===== config.mk =====
export PLATFORM = sky130hd
export DESIGN_NAME = spi_egress_framer_flat
export DESIGN_NICKNAME = d
export VERILOG_FILES = /design/src/rtl/spi_egress_framer_pkg.sv /design/src/rtl/spi_egress_framer_if.sv /design/src/rtl/spi_egress_byte_sel.sv /design/src/rtl/spi_egress_framer.sv /design/src/flat_wrapper.sv
export SDC_FILE = /design/constraint.sdc
export NUM_CORES = 1
export LEC_CHECK = 0
export CORE_ASPECT_RATIO = 2
export CORE_MARGIN = 2
export CORE_UTILIZATION = 40
export CTS_BUF_LIST = sky130_fd_sc_hd__clkbuf_16
export DETAILED_ROUTE_END_ITERATION = 8
export GPL_ROUTABILITY_DRIVEN = 0
export PLACE_DENSITY = 0.74
export SYNTH_ARGS = -nofsm -noshare
export SYNTH_HDL_FRONTEND = slang
export SYNTH_SLANG_ARGS = --single-unit

===== constraint.sdc =====
create_clock -name clk -period 2.2 [get_ports clk]
set_input_delay 0.44 -clock clk [delete_from_list [all_inputs] [get_ports clk]]
set_output_delay 0.44 -clock clk [all_outputs]
set_load 0.05 [all_outputs]

===== src/rtl/spi_egress_framer_pkg.sv =====
// spi_egress_framer_pkg: shared FSM state type and default framing bytes.
// Contents: state_t (IDLE, HEADER, DATA), DEF_HEADER_BYTE, DEF_IDLE_BYTE.
package spi_egress_framer_pkg;

    typedef enum logic [1:0] {
        IDLE,
        HEADER,
        DATA
    } state_t;

    localparam logic [7:0] DEF_HEADER_BYTE = 8'hA5;
    localparam logic [7:0] DEF_IDLE_BYTE   = 8'h3D;

endpackage


===== src/rtl/spi_egress_framer_if.sv =====
// spi_egress_framer_if: word-in / byte-out stream bundle of the framer.
// Signals: s_axis_tdata[31:0], s_axis_tvalid, s_axis_tready, s_axis_tlast (word side);
//          m_axis_tdata[7:0], m_axis_tvalid, m_axis_tready, m_axis_tlast, m_axis_tuser[7:0] (byte side).
// Modports: master = environment (feeds words, sinks bytes); slave = framer.
interface spi_egress_framer_if;

    logic [31:0] s_axis_tdata;
    logic        s_axis_tvalid;
    logic        s_axis_tready;
    logic        s_axis_tlast;
    logic [7:0]  m_axis_tdata;
    logic        m_axis_tvalid;
    logic        m_axis_tready;
    logic        m_axis_tlast;
    logic [7:0]  m_axis_tuser;

    modport master (
        output s_axis_tdata, s_axis_tvalid, s_axis_tlast, m_axis_tready,
        input  s_axis_tready, m_axis_tdata, m_axis_tvalid, m_axis_tlast, m_axis_tuser
    );

    modport slave (
        input  s_axis_tdata, s_axis_tvalid, s_axis_tlast, m_axis_tready,
        output s_axis_tready, m_axis_tdata, m_axis_tvalid, m_axis_tlast, m_axis_tuser
    );

endinterface


===== src/rtl/spi_egress_byte_sel.sv =====
// spi_egress_byte_sel: combinational pick of one byte from a 32-bit word.
// Ports: word[31:0] in, byte_idx[1:0] in (transmit order), byte_out[7:0] out.
// MSB_FIRST=1 sends [31:24] as byte 0, MSB_FIRST=0 sends [7:0] as byte 0.
module spi_egress_byte_sel #(
    parameter bit MSB_FIRST = 1'b1
) (
    input  logic [31:0] word,
    input  logic [1:0]  byte_idx,
    output logic [7:0]  byte_out
);

    logic [1:0] lane;

    assign lane     = MSB_FIRST ? ~byte_idx : byte_idx;
    assign byte_out = word[{lane, 3'b000} +: 8];

endmodule


===== src/rtl/spi_egress_framer.sv =====
// spi_egress_framer: splits 32-bit words into a byte stream framed by a header byte.
// Ports: clk, resn (async active-low), bus (spi_egress_framer_if.slave),
//        flush in (drops held word and open frame), frame_active out.
// Optional SPI_EGRESS_FRAMER_STATS_EN adds frame_count[15:0] and split_count[15:0] outputs.
module spi_egress_framer
    import spi_egress_framer_pkg::*;
#(
    parameter bit         MSB_FIRST   = 1'b1,
    parameter int         MTU_WORDS   = 16,
    parameter logic [7:0] HEADER_BYTE = DEF_HEADER_BYTE,
    parameter logic [7:0] IDLE_BYTE   = DEF_IDLE_BYTE
) (
    input  logic                clk,
    input  logic                resn,
    spi_egress_framer_if.slave  bus,
    input  logic                flush,
    output logic                frame_active
`ifdef SPI_EGRESS_FRAMER_STATS_EN
    ,
    output logic [15:0]         frame_count,
    output logic [15:0]         split_count
`endif
);

    state_t      state;
    logic [1:0]  byte_idx;
    logic [1:0]  nxt_idx;
    logic [7:0]  word_cnt;
    logic        frame_open;
    logic [31:0] word_q;
    logic        last_q;
    logic [31:0] sel_word;
    logic [7:0]  sel_byte;
    logic        at_mtu;
    logic        ends_frame;
    logic        s_tready;
    logic        m_tvalid;
    logic        m_tlast;
    logic [7:0]  m_tdata;
`ifdef SPI_EGRESS_FRAMER_STATS_EN
    logic [15:0] frame_cnt_q;
    logic [15:0] split_cnt_q;

    assign frame_count = frame_cnt_q;
    assign split_count = split_cnt_q;
`endif

    assign bus.s_axis_tready = s_tready;
    assign bus.m_axis_tvalid = m_tvalid;
    assign bus.m_axis_tlast  = m_tlast;
    assign bus.m_axis_tdata  = m_tdata;
    assign bus.m_axis_tuser  = IDLE_BYTE;
    assign frame_active      = frame_open | (state == HEADER);

    assign at_mtu     = word_cnt == 8'(MTU_WORDS - 1);
    assign ends_frame = last_q | at_mtu;

    // The byte to present next is preloaded into m_tdata, so the selector looks one step ahead:
    // in IDLE/HEADER that is byte 0 (of the incoming or held word), in DATA it is byte_idx+1.
    assign sel_word = (state == IDLE) ? bus.s_axis_tdata : word_q;
    assign nxt_idx  = (state == DATA) ? byte_idx + 2'd1 : 2'd0;

    spi_egress_byte_sel #(.MSB_FIRST(MSB_FIRST)) u_byte_sel (
        .word     (sel_word),
        .byte_idx (nxt_idx),
        .byte_out (sel_byte)
    );

    always_ff @(posedge clk or negedge resn) begin
        if (!resn) begin
            state      <= IDLE;
            byte_idx   <= 2'd0;
            word_cnt   <= 8'd0;
            frame_open <= 1'b0;
            word_q     <= 32'd0;
            last_q     <= 1'b0;
            s_tready   <= 1'b0;
            m_tvalid   <= 1'b0;
            m_tlast    <= 1'b0;
            m_tdata    <= 8'h00;
`ifdef SPI_EGRESS_FRAMER_STATS_EN
            frame_cnt_q <= 16'd0;
            split_cnt_q <= 16'd0;
`endif
        end else if (flush) begin
            state      <= IDLE;
            byte_idx   <= 2'd0;
            word_cnt   <= 8'd0;
            frame_open <= 1'b0;
            s_tready   <= 1'b1;
            m_tvalid   <= 1'b0;
            m_tlast    <= 1'b0;
        end else begin
            case (state)
                IDLE: begin
                    if (bus.s_axis_tvalid && s_tready) begin
                        word_q   <= bus.s_axis_tdata;
                        last_q   <= bus.s_axis_tlast;
                        s_tready <= 1'b0;
                        m_tvalid <= 1'b1;
                        m_tlast  <= 1'b0;
                        byte_idx <= 2'd0;
                        state    <= frame_open ? DATA : HEADER;
                        m_tdata  <= frame_open ? sel_byte : HEADER_BYTE;
                    end else begin
                        s_tready <= 1'b1;
                    end
                end
                HEADER: begin
                    if (bus.m_axis_tready) begin
                        frame_open <= 1'b1;
                        state      <= DATA;
                        m_tdata    <= sel_byte;
                    end
                end
                DATA: begin
                    if (bus.m_axis_tready) begin
                        byte_idx <= nxt_idx;
                        m_tdata  <= sel_byte;
                        m_tlast  <= (nxt_idx == 2'd3) && ends_frame;
                        if (byte_idx == 2'd3) begin
                            state    <= IDLE;
                            m_tvalid <= 1'b0;
                            s_tready <= 1'b1;
                            word_cnt <= ends_frame ? 8'd0 : word_cnt + 8'd1;
                            if (ends_frame)
                                frame_open <= 1'b0;
`ifdef SPI_EGRESS_FRAMER_STATS_EN
                            if (ends_frame)
                                frame_cnt_q <= frame_cnt_q + 16'd1;
                            if (at_mtu && !last_q)
                                split_cnt_q <= split_cnt_q + 16'd1;
`endif
                        end
                    end
                end
                default: state <= IDLE;
            endcase
        end
    end

endmodule

===== src/flat_wrapper.sv =====
// flat-port wrapper written by rule: the top's interface ports become plain ports
module spi_egress_framer_flat import spi_egress_framer_pkg::*;
#(
    parameter bit         MSB_FIRST   = 1'b1,
    parameter int         MTU_WORDS   = 16,
    parameter logic [7:0] HEADER_BYTE = DEF_HEADER_BYTE,
    parameter logic [7:0] IDLE_BYTE   = DEF_IDLE_BYTE
)
  (clk, resn, flush, frame_active, bus_s_axis_tdata, bus_s_axis_tvalid, bus_s_axis_tlast, bus_m_axis_tready, bus_s_axis_tready, bus_m_axis_tdata, bus_m_axis_tvalid, bus_m_axis_tlast, bus_m_axis_tuser);
  spi_egress_framer_if bus_i ();
  input  logic clk;
  input  logic resn;
  input  logic flush;
  output logic frame_active;
  input wire logic [$bits(bus_i.s_axis_tdata)-1:0] bus_s_axis_tdata;
  input wire logic [$bits(bus_i.s_axis_tvalid)-1:0] bus_s_axis_tvalid;
  input wire logic [$bits(bus_i.s_axis_tlast)-1:0] bus_s_axis_tlast;
  input wire logic [$bits(bus_i.m_axis_tready)-1:0] bus_m_axis_tready;
  output wire logic [$bits(bus_i.s_axis_tready)-1:0] bus_s_axis_tready;
  output wire logic [$bits(bus_i.m_axis_tdata)-1:0] bus_m_axis_tdata;
  output wire logic [$bits(bus_i.m_axis_tvalid)-1:0] bus_m_axis_tvalid;
  output wire logic [$bits(bus_i.m_axis_tlast)-1:0] bus_m_axis_tlast;
  output wire logic [$bits(bus_i.m_axis_tuser)-1:0] bus_m_axis_tuser;
  assign bus_i.s_axis_tdata = bus_s_axis_tdata;
  assign bus_i.s_axis_tvalid = bus_s_axis_tvalid;
  assign bus_i.s_axis_tlast = bus_s_axis_tlast;
  assign bus_i.m_axis_tready = bus_m_axis_tready;
  assign bus_s_axis_tready = bus_i.s_axis_tready;
  assign bus_m_axis_tdata = bus_i.m_axis_tdata;
  assign bus_m_axis_tvalid = bus_i.m_axis_tvalid;
  assign bus_m_axis_tlast = bus_i.m_axis_tlast;
  assign bus_m_axis_tuser = bus_i.m_axis_tuser;
  spi_egress_framer #(.MSB_FIRST(MSB_FIRST), .MTU_WORDS(MTU_WORDS), .HEADER_BYTE(HEADER_BYTE), .IDLE_BYTE(IDLE_BYTE)) u_core (.clk(clk), .resn(resn), .bus(bus_i), .flush(flush), .frame_active(frame_active));
endmodule

### Word-level counts from Yosys, hierarchy flattened

Cells that the tools add are included.

* flip-flop bits (word level): 57
* bits in latches: 0
* RAM bits: 0
* memory bits (read-only): 0
* input port bits: 38
* output and inout bits: 20
* memories: 0

* add/subtract/negate cells: 2
* $mul: 0
* div/mod/pow operators: 0
* magnitude comparators: 0
* eq/ne operators: 12
* shift operators: 1
* muxes and demuxes: 42
* bitwise logic cells: 4
* reductions and logical operators: 18

Operator list (count)
* $mux 8: 8
* $mux 32: 1
* $shiftx 32x6->8: 1
* $mux 2: 10
* $mux 1: 16
* $pmux 8 s2: 1
* $ne 3x3->1 const B: 4
* $reduce_and 3->1: 4
* $reduce_and 4->1: 3
* $add 8x1->8 const B: 1
* $eq 8x4->1 const B: 1
* $pmux 1 s2: 4
* $reduce_bool 2->1: 4
* $eq 2x2->1 const B: 3
* $pmux 2 s3: 1
* $reduce_bool 3->1: 2
* $reduce_and 5->1: 1
* $pmux 2 s2: 1
* $ne 3x2->1 const B: 1
* $add 2x1->2 const B: 1
* $eq 2x1->1 const B: 1
* $logic_and 1x1->1: 2
* $logic_not 2->1: 1
* $ne 2x1->1 const B: 1
* other kinds (5): 6

### Logic depth before layout (Yosys ltp)

* depth after elaboration: 7
* gate-level depth with buffers: 9
* gate-level depth less buffers: 6

### Hierarchy

From an unflattened synthesis, not the netlist that was laid out.

* cell total of the unflattened synthesis: 260
* area, all modules: 3134.3 µm²

Modules (own cells, without submodules)
* spi_egress_framer: times used 1, cells each 250, area an instance 2937.8 µm², seq. area each 1426.4 µm²
* spi_egress_byte_sel: times used 1, cells each 10, area an instance 196.4 µm², seq. area each 0.0 µm²

### Least setup slack after synthesis

OpenSTA, ideal clock, no wires.

* path type: register -> register
* from: reg u_core.state[0]
* to: reg u_core.m_tdata[1], in the netlist u_core.bus.m_axis_tdata[1]
* data arrival time: 1734 ps
* required time: 2075 ps
* slack: 341 ps
* stages on the path, launching flop included: 8
* path buffers: 2
* cell sequence: dfrtp_1 -> inv_1 -> ha_1 -> buf_6 -> a21boi_2 -> nor3_1 -> buf_2 -> mux2_2

* cells in the longest elaborated chain, start to end: 7
* elaborated cells on any way between the ends: 16
* those cells by class: eq/ne: 4; shift: 1; mux: 6; bitwise: 1; reduce/logical: 4

Ends and longest elaborated chain
* start: declaration: RTL line spi_egress_framer.sv:25 `state_t state;`
* start signal: assignment: RTL line spi_egress_framer.sv:103 `state <= frame_open ? DATA : HEADER;`
* $eq 2x2->1: RTL line spi_egress_framer.sv:61, spi_egress_framer.sv:94
* $mux 2: RTL line spi_egress_framer.sv:61 `assign nxt_idx = (state == DATA) ? byte_idx + 2'd1 : 2'd0;`
* $not 2->2: RTL line spi_egress_byte_sel.sv:14 `assign lane = MSB_FIRST ? ~byte_idx : byte_idx;`
* $shiftx 32x6->8: RTL line spi_egress_byte_sel.sv:15 `assign byte_out = word[{lane, 3'b000} +: 8];`
* $mux 8: RTL line spi_egress_framer.sv:104 `m_tdata <= frame_open ? sel_byte : HEADER_BYTE;`
* $mux 8: RTL line spi_egress_framer.sv:96 `if (bus.s_axis_tvalid && s_tready) begin`
* $pmux 8 s2: RTL line spi_egress_framer.sv:94 `case (state)`
* end signal: assignment: RTL line spi_egress_framer.sv:104
* end signal: assignment: RTL line spi_egress_framer.sv:113 `m_tdata <= sel_byte;`
* end signal: assignment: RTL line spi_egress_framer.sv:119 `m_tdata <= sel_byte;`
* end: declaration: RTL line spi_egress_framer.sv:39 `logic [7:0] m_tdata;`

Several ways; a longest one is shown, not always the timed one. The select of a mux whose other input is x is not followed.
A chain may end at the register's enable or synchronous reset.

### Worst setup path in the final report

* from: reg u_core.state[0]
* to: reg u_core.m_tdata[3], in the netlist u_core.bus.m_axis_tdata[3]

Same word-level chain as after synthesis.

==> run summary <==
The flow ran to the end, and the final reports show no timing, DRC or antenna violations. In the synthesized netlist, the number of instances is 299. Max-cap violations in this run came to 0.

The post-route standard cell area excluding fillers came out at 0.00438 mm². The routing usage on met3 is 3.50%. The total of endpoints with negative setup slack in the final report came out at 0. The highest clock rate is 490 MHz. Buffers added to address setup during post-CTS repair amount to 0. For the worst-skew pair, the clock arrives at the later sink with an insertion delay of 330 ps. The slowest stage of the critical path is the dfrtp_1 cell. The total CTS buffers is 9. The stage delay of the slowest cell on the critical path came out at 380 ps. The synthesized netlist contains 48 unique library cells. The required time at the endpoint of the critical path came out at 2410 ps. The total iterations of the first detailed-routing run came out at 5. After clock tree synthesis, the flow added hold-fix buffers numbering 0. Across the VDD grid, the largest voltage drop is 0.630 mV.

The area enclosed by the die boundary came out at 0.00941 mm². The initial utilization of the core area, before any placement, comes to 41.5%. Of the cells placed in the final design, the portion with a size suffix greater than 1 is 28.4%. The number of register bits inferred by synthesis is 57. The kind of cell with the highest combined delay on the critical path is simple AND/OR/NAND/NOR gates. The number of global-route vias before repair is 2,791. Entering global routing, the biggest net connects 23 pins. The area of the mapped netlist came out at 0.00344 mm². The die boundary width came out at 69.6 µm. The final number of hold-violating endpoints is 0.

The final worst-path cycle share came out at 92.7%. During synthesis, Yosys emitted a total of 0 warnings. After detailed routing, the total wire length is 8340 µm.

The biggest fanout along the worst timing path is 21. The global-route usage over all layers is 18.8%. The non-filler instance count after layout is 461. The highest-utilization routing layer at the global route stage is met2. 58 I/O pins were placed. Relative to the synthesized area, the layout overhead comes to 27.3%.

In this run, placement finished with an instance count of 445. The clock transition time at the flip-flop clock pins of the worst setup and hold paths came out at 60 ps. For this run, the leading register cell type out of synthesis is dfrtp_1. The count of buffer and inverter cells on the critical path is 2. The HPWL after detailed placement came out at 6110 µm. The count of input and output buffers is 49. The met1 track demand over resource in global routing came out at 21.4%. The number of antenna violations at the first check in global routing came out at 0.

Of the synthesized area, sequential elements account for 41.4%. The number of clock sinks is 57. The number of nets at the end of the flow came out at 401.

The average routed wire per standard cell came out at 18.1 µm. The tree is rooted in a clkbuf_16. The worst hold-check path type is in -> async. The kind of start point of the critical path is a flip-flop.

For the pin with the worst max-slew slack, the measured transition is 529 ps. The floorplan core area came out at 0.00829 mm². The maximum level of the CTS H-tree came out at 3. The placed instance area came out at 0.00405 mm². The leakage dissipation is 0.00193 µW. The total via count after detailed routing came out at 2,575. The time the final worst path needs with I/O delays and setup is 2040 ps. Row generation in the floorplan step produced 47 rows. The arrival time at the worst endpoint came out at 2250 ps. The count of nets left with antenna violations once routing finished came out at 0. The first-pass GRT wire length is 13,900 µm. The minimum setup slack in the final design is 160 ps. The CTS tree is done. The met2 layer usage reported by global route came out at 34.1%.

The fraction of synthesis flops using an asynchronous set or reset pin came out at 100%. The die height came out at 135 µm. A synthesized cell averages 11.5 µm². In this run, synthesis inferred 0 flip-flops with an integrated enable. Setup repair after global routing left no endpoint under its margin. STA classifies the critical path endpoint as a flip-flop. The power density of the placed cells came out at 1360 mW/mm².

The number of diodes added for antenna fixing is 0. The clock passes through at most 2 buffers. The max-slew headroom at the worst pin came out at 64.6%. The number of pins with negative max-slew slack in the final report is 0.

The residual overflow from global routing came out at 0. The utilization after layout is 52.9%. The routed via count divided by cell count came out at 5.59. The signal on the critical path passes through inv_1 -> ha_1 -> buf_4 -> nand3b_1 -> o22ai_1 -> nor4_1 -> mux2_2.

The largest clock skew in the final design is 8.37 ps. The class of the most critical setup path is reg -> reg. The DRC violation total after the first TritonRoute iteration is 193. The worst-case setup slack after placement came out at -7.83 ps. The number of DRC violations after detailed routing came out at 0.
area by class of cell:
cell class,instances,area (µm²)
clock inverters,7,104
inverters,5,18.8
clock buffers,9,225
multi-input cells,217,1810
flip-flops and latches,57,1430
fillers,694,3910
well taps,98,123
repair buffers,68,676
path summary, 6_finish.rpt:
kind / from / to / slack (ps) / cells past startpoint
worst max-delay path: u_core.state[0]$_DFFE_PN0P_ / u_core.bus.m_axis_tdata[3]$_DFFE_PN0P_ / 160 / 7
worst min-delay path: resn / u_core.word_cnt[5]$_DFFE_PN0P_ / 50 / 1
worst max register to register: u_core.state[0]$_DFFE_PN0P_ / u_core.bus.m_axis_tdata[3]$_DFFE_PN0P_ / 160 / 7
worst min register to register: u_core.word_q[30]$_DFFE_PN0P_ / u_core.word_q[30]$_DFFE_PN0P_ / 500 / 1
max in group asynchronous: resn / u_core.word_q[16]$_DFFE_PN0P_ / 1500 / 2
min in group clk: u_core.word_q[30]$_DFFE_PN0P_ / u_core.word_q[30]$_DFFE_PN0P_ / 500 / 1
report_power, final:
group	internal, µW	switching [µW]
registers	1470	291
logic	1400	1300
clock network	1000	515
cell usage in the layout (no fill, tap or decap), types with 4 or more instances in the layout:
cell and count:
dfrtp_1 57, clkdlybuf4s50_1 47, mux2_4 30, mux2_2 26, mux2i_1 21, a21oi_1 18
buf_4 16, o21ai_0 13, nand2_1 11, clkbuf_16 9, nor4_1 8, a211oi_1 8
nor2_1 8, conb_1 8, o22ai_1 7, nand2b_1 5, nor2b_1 5, or2_2 4
or3_1 4, a221oi_1 4, ha_1 4, clkinv_4 4, buf_12 4
logic make-up after synthesis:
family / share of synthesized area (%)
mux: 27.7
simple gates: 11.1
compound gates: 10.9
flops: 41.4
buf+inv: 6.83
fa+ha+maj: 1.82
other cells: 0.218
Yosys cell counts, types with 5 or more instances:
| cell | count | area [µm²] |
|---|---|---|
| mux2_2 | 26 | 293 |
| o22ai_1 | 7 | 43.8 |
| nand2b_1 | 5 | 31.3 |
| ha_1 | 5 | 62.6 |
| mux2i_1 | 21 | 210 |
| nor2_1 | 8 | 30.0 |
| a211oi_1 | 8 | 60.1 |
| nand2_1 | 11 | 41.3 |
| nor4_1 | 8 | 50.1 |
| buf_4 | 11 | 82.6 |
| nor2b_1 | 5 | 31.3 |
| a21oi_1 | 18 | 90.1 |
| mux2_4 | 30 | 450 |
| o21ai_0 | 13 | 65.1 |
| dfrtp_1 | 57 | 1430 |
repair_timing:
item / 4_1_cts / 5_1_grt
resized for setup: 1 / 1
cloned: 0 / 0
endpoints found under the setup margin: 2 / 3
sequential cells by signal, summed over array words and instances, names as in the netlist:
signal,flops
u_core.frame_open,1
u_core.word_q,32
u_core.bus.s_axis_tready,1
u_core.last_q,1
u_core.bus.m_axis_tvalid,1
u_core.word_cnt,8
u_core.bus.m_axis_tlast,1
u_core.bus.m_axis_tdata,8
u_core.state,2
u_core.byte_idx,2
metrics by stage:
stage	total power [µW]	TNS (ps)	hold WS, ps
floorplan	3720	0	144
global placement	4350	-77.8	424
detailed placement	4440	-15.6	427
CTS	5990	0	68.9
global route	6290	0	93.0
finish	5970	0	53.4
per-layer routing:
| metal | share of wire (%) | routed length (µm) |
|---|---|---|
| met5 | 0 | 0 |
| met4 | 1.8 | 153 |
| met3 | 3.6 | 298 |
| met2 | 55 | 4620 |
| met1 | 39 | 3260 |
No activity file was read; power rests on OpenSTA's default activity.
